==> src/rtl/imem_loader.sv <==
// ============================================================================
// Module      : imem_loader
// Description : Byte-stream image loader; packs big-endian words into imem
//               and holds the core in reset until a full image is written.
//               Optional trailing XOR checksum: IMEM_LOADER_CHECKSUM_EN.
// Revision    : 1.0 - initial release
// ============================================================================
`default_nettype none

module imem_loader #(
  parameter int ADDR_W    = 8,
  parameter int MAX_WORDS = 256
) (
  input  logic              clk,
  input  logic              reset,
  input  logic              start,
  input  logic [0:7]        byte_in,
  input  logic              byte_valid,
  output logic              byte_ready,
  output logic              imem_we,
  output logic [ADDR_W-1:0] imem_addr,
  output logic [0:31]       imem_wdata,
  output logic              core_hold,
  output logic              done,
  output logic              err,
  output logic [15:0]       word_count
);

  localparam logic [2:0] c_idle   = 3'd0;
  localparam logic [2:0] c_len_hi = 3'd1;
  localparam logic [2:0] c_len_lo = 3'd2;
  localparam logic [2:0] c_data   = 3'd3;
  localparam logic [2:0] c_csum   = 3'd4;
  localparam logic [2:0] c_done   = 3'd5;
  localparam logic [2:0] c_err    = 3'd6;

  localparam logic [16:0] c_max_words = 17'(MAX_WORDS);

`ifdef IMEM_LOADER_CHECKSUM_EN
  localparam bit c_csum_en = 1'b1;
`else
  localparam bit c_csum_en = 1'b0;
`endif

  logic [2:0]        r_state;
  logic [2:0]        w_next;
  logic              w_ready;
  logic              w_xfer;
  logic              w_start_ok;
  logic              w_last_byte;
  logic              w_last_word;
  logic [15:0]       w_len;
  logic [15:0]       w_count_inc;
  logic [0:31]       w_word_shift;

  logic [7:0]        r_len_hi;
  logic [15:0]       r_len;
  logic [1:0]        r_byte_idx;
  logic [0:31]       r_word;
  logic [7:0]        r_csum;
  logic [ADDR_W-1:0] r_waddr;
  logic [ADDR_W-1:0] r_imem_addr;
  logic [0:31]       r_wdata;
  logic              r_we;
  logic [15:0]       r_word_count;
  logic              r_core_hold;
  logic              r_done;
  logic              r_err;

  assign w_xfer       = byte_valid & w_ready;
  assign w_start_ok   = start & ((r_state == c_idle) | (r_state == c_done) | (r_state == c_err));
  assign w_len        = {r_len_hi, byte_in};
  assign w_count_inc  = r_word_count + 16'd1;
  assign w_word_shift = {r_word[8:31], byte_in};
  assign w_last_byte  = (r_state == c_data) & w_xfer & (r_byte_idx == 2'd3);
  // r_word_count counts words already completed, so +1 names the word finishing now
  assign w_last_word  = w_last_byte & (w_count_inc == r_len);

  always_ff @(posedge clk) begin
    if (!reset) begin
      r_state <= c_idle;
    end else begin
      r_state <= w_next;
    end
  end

  always_comb begin
    w_next = r_state;
    case (r_state)
      c_idle, c_done, c_err: begin
        if (start) w_next = c_len_hi;
      end
      c_len_hi: begin
        if (w_xfer) w_next = c_len_lo;
      end
      c_len_lo: begin
        if (w_xfer) begin
          if (w_len == 16'd0)                    w_next = c_csum_en ? c_csum : c_done;
          else if ({1'b0, w_len} > c_max_words)  w_next = c_err;
          else                                   w_next = c_data;
        end
      end
      c_data: begin
        if (w_last_word) w_next = c_csum_en ? c_csum : c_done;
      end
      c_csum: begin
        if (w_xfer) w_next = (byte_in == r_csum) ? c_done : c_err;
      end
      default: w_next = c_idle;
    endcase
  end

  always_comb begin
    w_ready = 1'b0;
    case (r_state)
      c_len_hi, c_len_lo, c_data, c_csum: w_ready = 1'b1;
      default:                            w_ready = 1'b0;
    endcase
  end

  always_ff @(posedge clk) begin
    if (!reset) begin
      r_len_hi     <= 8'd0;
      r_len        <= 16'd0;
      r_byte_idx   <= 2'd0;
      r_word       <= 32'd0;
      r_csum       <= 8'd0;
      r_waddr      <= '0;
      r_imem_addr  <= '0;
      r_wdata      <= 32'd0;
      r_we         <= 1'b0;
      r_word_count <= 16'd0;
      r_core_hold  <= 1'b1;
      r_done       <= 1'b0;
      r_err        <= 1'b0;
    end else begin
      r_we        <= 1'b0;
      r_done      <= (w_next == c_done);
      r_err       <= (w_next == c_err);
      r_core_hold <= (w_next != c_done);
      if (w_start_ok) begin
        r_word_count <= 16'd0;
        r_waddr      <= '0;
        r_imem_addr  <= '0;
        r_byte_idx   <= 2'd0;
        r_csum       <= 8'd0;
      end
      if ((r_state == c_len_hi) && w_xfer) r_len_hi <= byte_in;
      if ((r_state == c_len_lo) && w_xfer) r_len    <= w_len;
      if ((r_state == c_data) && w_xfer) begin
        r_word     <= w_word_shift;
        r_byte_idx <= r_byte_idx + 2'd1;
        r_csum     <= r_csum ^ byte_in;
        // Strobe lands one cycle after the 4th byte; capture current address with it
        if (r_byte_idx == 2'd3) begin
          r_we         <= 1'b1;
          r_wdata      <= w_word_shift;
          r_imem_addr  <= r_waddr;
          r_waddr      <= r_waddr + 1'b1;
          r_word_count <= w_count_inc;
        end
      end
    end
  end

  assign byte_ready = w_ready;
  assign imem_we    = r_we;
  assign imem_addr  = r_imem_addr;
  assign imem_wdata = r_wdata;
  assign core_hold  = r_core_hold;
  assign done       = r_done;
  assign err        = r_err;
  assign word_count = r_word_count;

endmodule

`default_nettype wire

==> config.mk <==
export PLATFORM = sky130hd
export DESIGN_NAME = imem_loader
export DESIGN_NICKNAME = d
export VERILOG_FILES = /design/src/rtl/imem_loader.sv
export SDC_FILE = /design/constraint.sdc
export NUM_CORES = 1
export LEC_CHECK = 0
export CORE_MARGIN = 10
export CORE_UTILIZATION = 50
export DETAILED_ROUTE_END_ITERATION = 8
export PLACE_DENSITY = 0.73
export SLEW_MARGIN = 20
export SYNTH_ARGS = -nofsm -noshare
export SYNTH_HDL_FRONTEND = slang
export SYNTH_SLANG_ARGS = --single-unit
==> constraint.sdc <==
create_clock -name clk -period 5.2 [get_ports clk]
set_input_delay 0.78 -clock clk [delete_from_list [all_inputs] [get_ports clk]]
set_output_delay 0.78 -clock clk [all_outputs]
set_load 0.01 [all_outputs]
Word-level counts from Yosys, hierarchy flattened. Cells that the tools add are included.

Bits in registers: 129. Input port bits: 12. Output and inout bits: 61. Word-level logic and storage cells: 72.

Add/sub/neg operators: 3. Order comparisons: 1. Equality and inequality tests: 12. Mux-type cells: 24. Bitwise gates (word level): 8. Reductions and logical operators: 10.

Operators with widths (count): $mux W8 (8); $mux W16 (3); $mux W3 (7); $add A16 B1 Y16 const B (1); $eq A16 B16 Y1 (1); $gt A16 B9 Y1 const B (1); $logic_not A16 Y1 (1); $eq A3 B3 Y1 const B (5); $pmux W3 S5 (1); $add A8 B1 Y8 const B (1); $eq A8 B8 Y1 (1); $xor A8 B8 Y8 (1); $eq A3 B2 Y1 const B (2); $mux W2 (3); $and A1 B1 Y1 (5); $reduce_and A2 Y1 (2); $reduce_or A4 Y1 (1); $eq A3 B1 Y1 const B (1); $logic_and A1 B1 Y1 (3); $logic_not A3 Y1 (1); $ne A3 B3 Y1 const B (1); $reduce_or A3 Y1 (1); $add A2 B1 Y2 const B (1); $eq A2 B2 Y1 const B (1); 3 further kinds (5).

Longest topological paths before layout. Gate-level depths: netlist (run 1).

Word-level depth: 10. Gate-level depth with buffers: 9. Depth with buffers taken out: 8.

Worst setup path after synthesis (run 1). OpenSTA, ideal clock, no wires.

Kind: input to register. Start point: input port byte_in[7] (netlist bit). End point: register r_state[1]. Library setup time: 0.130 ns. Data arrival time: 2.353 ns. Required time: 5.070 ns. Slack: 2.717 ns. Cell stages on the path: 8. Path buffers: 1. Cell sequence: clkbuf_1 > xnor2_1 > nand4_1 > or3_1 > a31o_2 > a311oi_2 > o21ai_1 > nor2b_1.

Longest elaborated chain between the ends: 4. Elaborated cells on any way between the ends: 7. Those cells by class: 1 x eq/ne; 5 x mux; 1 x reduce/logical.

RTL lines: start, declared (line 17) `input logic [0:7] byte_in,`; $eq A8 B8 Y1 / $logic_not A16 Y1 (equally long branches) (line 107, 98); $mux W2 / $mux W3 (equally long branches) (line 107, 98); $mux W3, on equally long branches (line 107, 97); $pmux W3 S5 * (line 89) `case (r_state)`; end signal, assigned (line 81) `r_state <= c_idle;`; end signal, assigned (line 83) `r_state <= w_next;`; end, declared (line 45) `logic [2:0] r_state;`.

Mark *: on every way between the ends. The rest lies on a longest branch, timed or not. A chain may end at the register's enable or synchronous reset.

Final worst setup path (run 1).
Start point: input port byte_valid. End point: register r_word_count[3], in the netlist word_count[3].

Longest elaborated chain between the ends: 3.

RTL lines: start, declared (line 18) `input logic byte_valid,`; $and A1 B1 Y1 (line 70) `assign w_xfer = byte_valid & w_ready;`; $logic_and A1 B1 Y1 (line 150) `if ((r_state == c_data) && w_xfer) begin`; $mux W16 (line 150); end signal, assigned (line 160) `r_word_count <= w_count_inc;`; end, declared (line 65) `logic [15:0] r_word_count;`.

Every way passes these cells.

==> results of run 1 <==
## cell usage after synthesis (6+ instances only)
cell / number / area share
clkbuf_1: 38 / 0.024
xnor2_1: 30 / 0.044
nor2b_1: 12 / 0.013
nand3_1: 15 / 0.013
nor2_1: 29 / 0.018
a21oi_1: 13 / 0.011
dfxtp_1: 129 / 0.44
inv_1: 7 / 0.0044
buf_6: 6 / 0.011
a21boi_0: 84 / 0.11
a22o_1: 9 / 0.013
o21ai_0: 40 / 0.034
nor3_1: 8 / 0.0068
nor4_1: 9 / 0.0095
nand2_1: 197 / 0.13
and3_1: 10 / 0.011
and2_1: 11 / 0.012
## metal layers
metal,vias to the layer above,global-route usage,part of all wire
met5,-,0,0
met4,0,0.07291,0.017
met3,22,0.05462,0.064
met2,136,0.2549,0.44
met1,2335,0.2431,0.48
li1,2498,-,-
## worst max-delay path by stage
stage / to / cells past startpoint / start / slack (ps)
after floorplan: r_state[1] / 8 / byte_in[7] / 2720
after global placement: word_count[3] / 10 / byte_valid / 1750
after detailed placement: word_count[3] / 10 / byte_valid / 1660
after CTS: word_count[3] / 10 / byte_valid / 2110
after global routing: word_count[3] / 10 / byte_valid / 1840
final: word_count[3] / 10 / byte_valid / 2050
## cells in the final DEF, fill, tap and decap left out, types with 2 or more instances in the layout
master	count
nor2b_1	12
clkinvlp_4	2
a21boi_0	84
bufinv_16	2
and3_1	10
or3_1	2
a31oi_1	5
xnor2_1	30
o31ai_1	2
nor2_1	29
a21oi_1	13
nor4_1	9
clkbuf_16	17
nor3_1	8
ha_1	3
nor4_4	2
and4_2	2
a22o_1	9
a311oi_1	2
o21ai_0	40
nand3_1	15
inv_1	7
clkbuf_8	5
xor2_1	5
nand2_1	197
clkdlybuf4s50_1	71
dfxtp_1	129
nand4_1	5
and2_1	12
clkinv_2	4
buf_4	5
nor4_2	3
a22oi_1	2
nand4_4	2
## kinds of logic (layout without fill, tap and decap cells)
kind of cell    after synthesis  count (layout)  share of synthesized area
compound gates              170             170                     0.1989
xor+xnor                     35              35                    0.05184
fa+ha+maj                     3               3                   0.006349
buf+inv                      64             115                    0.05459
flops                       129             129                     0.4367
mux                           1               1                   0.001693
simple gates                315             315                     0.2499
## critical path, stage by stage
cell             delay (ps)
clkdlybuf4s50_1         620
and4b_1                 230
buf_4                   280
and2_1                  190
buf_4                   440
nand2_1                 240
inv_1                   360
and2_1                  190
o21ai_0                  70
o31ai_1                  80
## through the flow
step	std cells	total power, mW	instance area (µm²)	hold slack [ps]
2_1_floorplan	717	1.139	5913	441.2
3_5_place_dp	880	1.175	6549	459.7
4_1_cts	911	2.360	7147	467.2
3_3_place_gp	880	1.171	6549	455.3
6_report	911	2.343	7147	463.3
5_1_grt	911	2.424	7147	484.6
## power by group through the flow
stage / Clock [mW] / Sequential [mW] / Combinational (mW)
2_1_floorplan: 0 / 1.03 / 0.111
3_3_place_gp: 0 / 1.03 / 0.136
3_5_place_dp: 0 / 1.04 / 0.140
4_1_cts: 1.21 / 1.01 / 0.140
5_1_grt: 1.25 / 1.02 / 0.156
6_report: 1.19 / 1.01 / 0.141
## flip-flops by register name, indices dropped and copies added (netlist names), 2 cells and up
| name | cells |
|---|---|
| imem_addr | 8 |
| r_waddr | 8 |
| r_word | 24 |
| imem_wdata | 32 |
| r_csum | 8 |
| r_len | 16 |
| r_state | 3 |
| word_count | 16 |
| r_byte_idx | 2 |
| r_len_hi | 8 |
## final cells by class
cell class	instances	area, µm²	area share
well taps	143	178.9	0.02504
clock buffers	22	494.2	0.06915
multi-input cells	524	3008	0.4209
flip-flops and latches	129	2582	0.3613
clock inverters	9	103.9	0.01453
repair buffers	77	753.2	0.1054
inverters	7	26.28	0.003676
==> summary.txt, run 1 <==
Status - finished, final reports clean
Final Hold Violating Endpoints - 0
Max Slew Vio Count - 0
Diode count - 0
R2R depth - 9
CP Launch Type - input pin
EDFF count, synth - 0
Post-Syn Area - 5913 µm²
Worst Hold Depth - 2
Final min period - 3150 ps
Internal power - 1.817 mW
Drt pass-1 iters - 5
Vias - 4,991
RePlAce Congestion - 0.8832
Max-Slew Margin vs Limit - 0.4013
Clock buffer depth - 2
IO buf count - 72
First-pass GRT wire length - 23,890 µm
Area of the die - 16,580 µm²
Clock Latency Late Sink - 420 ps
Area of the core - 11,520 µm²
RR Startpoint - r_state[0]
Area delta synth->final - 20.86%
Initial antenna violation count - 0
Library cells used by synthesis - 56
Max Freq - 317.5 MHz
Wire length per cell - 15.72 µm
Setup Skew - 5.078 ps
Die W - 128.8 µm
Max-cap viol count - 0
Vias in the first global route - 4,645
Share of cells above drive strength 1 - 0.07031
Initial DRC count - 493
Crit end category - register
Leakage - 2.428 nW
Post-CTS setup buffer count - 0
Psw - 0.5262 mW
DIE HEIGHT - 128.8 µm
CP max FO - 48
Least-Margin Pin Slew - 898.1 ps
Initial core utilization - 0.5135
Nets@finish - 771
Seq pwr share - 0.433
Hpwl dp - 9814 µm
WP data arrival - 3480 ps
Endpoint, Worst Hold - imem_wdata[30]
Largest net degree at the start of global routing - 60
CTS tree - yes
Number of vias per cell - 5.479
Max H-tree Level - 4
Data required, critical path - 5530 ps
Clock share of power - 0.507
Mapped Avg Cell Area - 8.247 µm²
Synth Register Bits - 129
Combinational fraction of design power - 0.060
Post-synth ARST share - 0
RSZ-0062 raised after global routing - false
Syn_nets - 732
TritonCTS buffer count - 17
Cells resized by post-CTS repair - 0
CTS Sinks - 129
Sequential area share after synthesis - 0.4367
GRT Util Overall - 0.1779
Hold Path Class - reg -> reg
Critical path class - in -> reg
Root buffer cell - clkbuf_16
Register-to-register setup slack - 2460 ps
Most used flip-flop cell after synthesis - dfxtp_1
Pwr per Cell Area - 327.9 nW/µm²
Site Rows - 39
RR Endpoint - word_count[3]
Layout fillers - 1,029
CTS clk-pin slew, worst paths - 50 ps
Fin util - 0.6206
Dpl ws - 1663 ps
Grt total ovfl - 0
Peak VDD IR - 0.2247 mV
Final WL - 14,320 µm
Ports - 73
Fin crit share - 0.6057
Synth warn - 0
Hold-fix buffers, CTS - 0
Sw frac - 0.2245
Number of setup violations in the final report - 0
Worst Slack Setup Final - 2050 ps
DRC Markers - 0
Cells after Synth - 717
Sum Neg Setup Slack - 0 ps
Hold path start - imem_wdata[30]
Final ANT Viol Nets - 0
Power figures use the tool's default switching activity.
==> run 2: changes to the inputs <==
==> constraint.sdc (replaced) <==
create_clock -name clk -period 2.9 [get_ports clk]
set_input_delay 0.435 -clock clk [delete_from_list [all_inputs] [get_ports clk]]
set_output_delay 0.435 -clock clk [all_outputs]
set_load 0.01 [all_outputs]
==> run 2 against run 1 <==
Against the previous run: final cell count grew 1.9%; via count grew 3.8%; clock skew grew 6.1 ps; largest power group unchanged; critical endpoint is now core_hold; clock power grew 84%; wire length grew 5.8%; utilization grew 1.2 points; critical path type is now reg -> reg; setup slack lost 1900 ps; critical path depth shrank 3; first-iteration DRC count grew 1.0%; sequential cell count is the same; worst hold slack lost 53 ps; count of clock-buffer cells in the layout shrank 2.
==> summary.txt, run 2 (synthesized netlist as in run 1, its figures left out) <==
Leakage - 2.503 nW (+3.1%)
Commonest cells after routing, fill and taps aside - nand2_1 (197), dfxtp_1 (129), a21boi_0 (84)
Grt total ovfl - 0 (unchanged)
Combinational fraction of design power - 0.063 (+0.003)
WP data arrival - 3000 ps (-480 ps)
Vias - 5,181 (+3.8%)
Post-CTS setup buffer count - 0 (unchanged)
Worst Slack Setup Final - 167.8 ps (-1882 ps)
First-pass GRT wire length - 25,090 µm (+5.0%)
Wire length per cell - 16.33 µm (+3.9%)
DIE HEIGHT - 128.8 µm (unchanged)
Non-filler cells, final - 928 (+1.9%)
Internal power - 3.301 mW (+82%)
Seq pwr share - 0.425 (-0.008)
Final WL - 15,160 µm (+5.8%)
Hold Path Class - in -> reg
Site Rows - 39 (unchanged)
Clock buffer depth - 2 (unchanged)
Family with the most delay on the worst path - simple AND/OR/NAND/NOR gates
GRT Util Overall - 0.1863 (+0.008395)
Max reg flops - 32 (unchanged)
Met3 WL post-DR - 942 µm (+2.8%)
Final ANT Viol Nets - 0 (unchanged)
Critical path class - reg -> reg
Nets@finish - 787 (+2.1%)
Data required, critical path - 3170 ps (-2360 ps)
Clock Latency Late Sink - 420 ps (about the same)
Fin crit share - 0.9421
Routed wl met2 - 6974 µm (+11%)
Diode count - 0 (unchanged)
Initial antenna violation count - 0 (unchanged)
CP max FO - 13 (-73%)
Drt pass-1 iters - 5 (unchanged)
Root buffer cell - clkbuf_16
CTS Sinks - 129 (unchanged)
Dpl ws - 215.9 ps (-1447 ps)
Area delta synth->final - 23.17%
Share of cells above drive strength 1 - 0.08917 (+0.01886)
CTS tree - yes
Critical Path Slowest Stage Cell - dfxtp_1
Largest net degree at the start of global routing - 55 (-8.3%)
Worst stage delay on the critical path - 560 ps (-60 ps)
CTS clk-pin slew, worst paths - 60 ps (about the same)
Worst Path Buf+Inv - 0 (-4)
TritonCTS buffer count - 17 (unchanged)
Psw - 0.9816 mW (+87%)
Vias in the first global route - 5,021 (+8.1%)
M1 WL - 7038 µm (+2.2%)
Sw frac - 0.2292 (+0.004637)
Peak VDD IR - 0.3049 mV (+36%)
Cells resized by post-CTS repair - 0 (unchanged)
RSZ-0062 raised after global routing - false
Initial core utilization - 0.5135 (unchanged)
Cell Count Post-Placement - 896 (+1.8%)
Max Freq - 366.0 MHz
Max-Slew Margin vs Limit - 0.5925 (+0.1912)
Final Hold Violating Endpoints - 0 (unchanged)
Crit end category - register
Sum Neg Setup Slack - 0 ps (unchanged)
RePlAce Congestion - 0.8793 (-0.44%)
Pwr per Cell Area - 588.1 nW/µm² (+79%)
Die W - 128.8 µm (unchanged)
Hold-fix buffers, CTS - 0 (unchanged)
Setup Skew - 11.17 ps (+6.093 ps)
Max Used Layer - met4
Ports - 73 (unchanged)
Cell breakdown of the critical path - nand4_4 > nor4_2 > xnor2_1 > nor4_1 > nand4_1 > a31oi_2 > nand3_1
Initial DRC count - 498 (+1.0%)
Hpwl dp - 10,720 µm (+9.2%)
Clock share of power - 0.512 (+0.005)
Max-cap viol count - 0 (unchanged)
IO buf count - 72 (unchanged)
DRC Markers - 0 (unchanged)
Least-Margin Pin Slew - 605.7 ps (-292.4 ps)
Commonest non-fill, non-tap cell in the layout - nand2_1
Max H-tree Level - 4 (unchanged)
CP Launch Type - register
Area of the core - 11,520 µm² (unchanged)
Status - finished, final reports clean
Number of vias per cell - 5.583 (+1.9%)
Number of setup violations in the final report - 0 (unchanged)
Area of the die - 16,580 µm² (unchanged)
Max Slew Vio Count - 0 (unchanged)
Final min period - 2732 ps
-- run 2: cell types whose count changed in the layout (fill, tap and decap cells not counted), sizes merged --
cell	change
buf	+16
bufinv	+1
clkbuf	-2
clkinv	+1
clkinvlp	+1
-- run 2: worst paths after layout --
path	startpoint	endpoint	slack (ps)	cells past startpoint
setup / recovery	word_count[3]	core_hold	170	7
hold / removal	reset	word_count[14]	410	2
setup reg to reg	word_count[3]	core_hold	170	7
hold reg to reg	imem_wdata[6]	imem_wdata[6]	460	2
-- run 2: through the flow --
step | hold slack [ps] | util | cell area [µm²] | power (mW)
floorplan | 441.2 | - | 5913 | 2.042
global placement | 453.7 | 0.5791 | 6669 | 2.116
detailed placement | 459.1 | 0.5791 | 6669 | 2.123
CTS | 395.0 | 0.6324 | 7283 | 4.297
global route | 409.7 | 0.6324 | 7283 | 4.416
finish | 410.7 | 0.6324 | 7283 | 4.283
-- run 2: power by group through the flow --
stage	sequential [mW]	combinational (mW)	clock, mW
2_1_floorplan	1.84	0.200	0
3_3_place_gp	1.86	0.261	0
3_5_place_dp	1.86	0.266	0
4_1_cts	1.82	0.269	2.21
5_1_grt	1.82	0.298	2.30
6_report	1.82	0.269	2.19
-- run 2: cell type report --
| class | instances | area, µm² |
|---|---|---|
| multi-input cells | 524 | 3008 |
| repair buffers | 93 | 873.3 |
| well taps | 143 | 178.9 |
| clock buffers | 20 | 456.7 |
| inverters | 7 | 26.28 |
| clock inverters | 12 | 157.7 |
| flip-flops and latches | 129 | 2582 |
| fillers | 1007 | 4233 |
-- run 2: layer usage --
metal,vias up,track usage
met1,2477,0.2357
met4,0,0.06355
met2,137,0.2964
met3,20,0.05667
met5,-,0
li1,2547,-
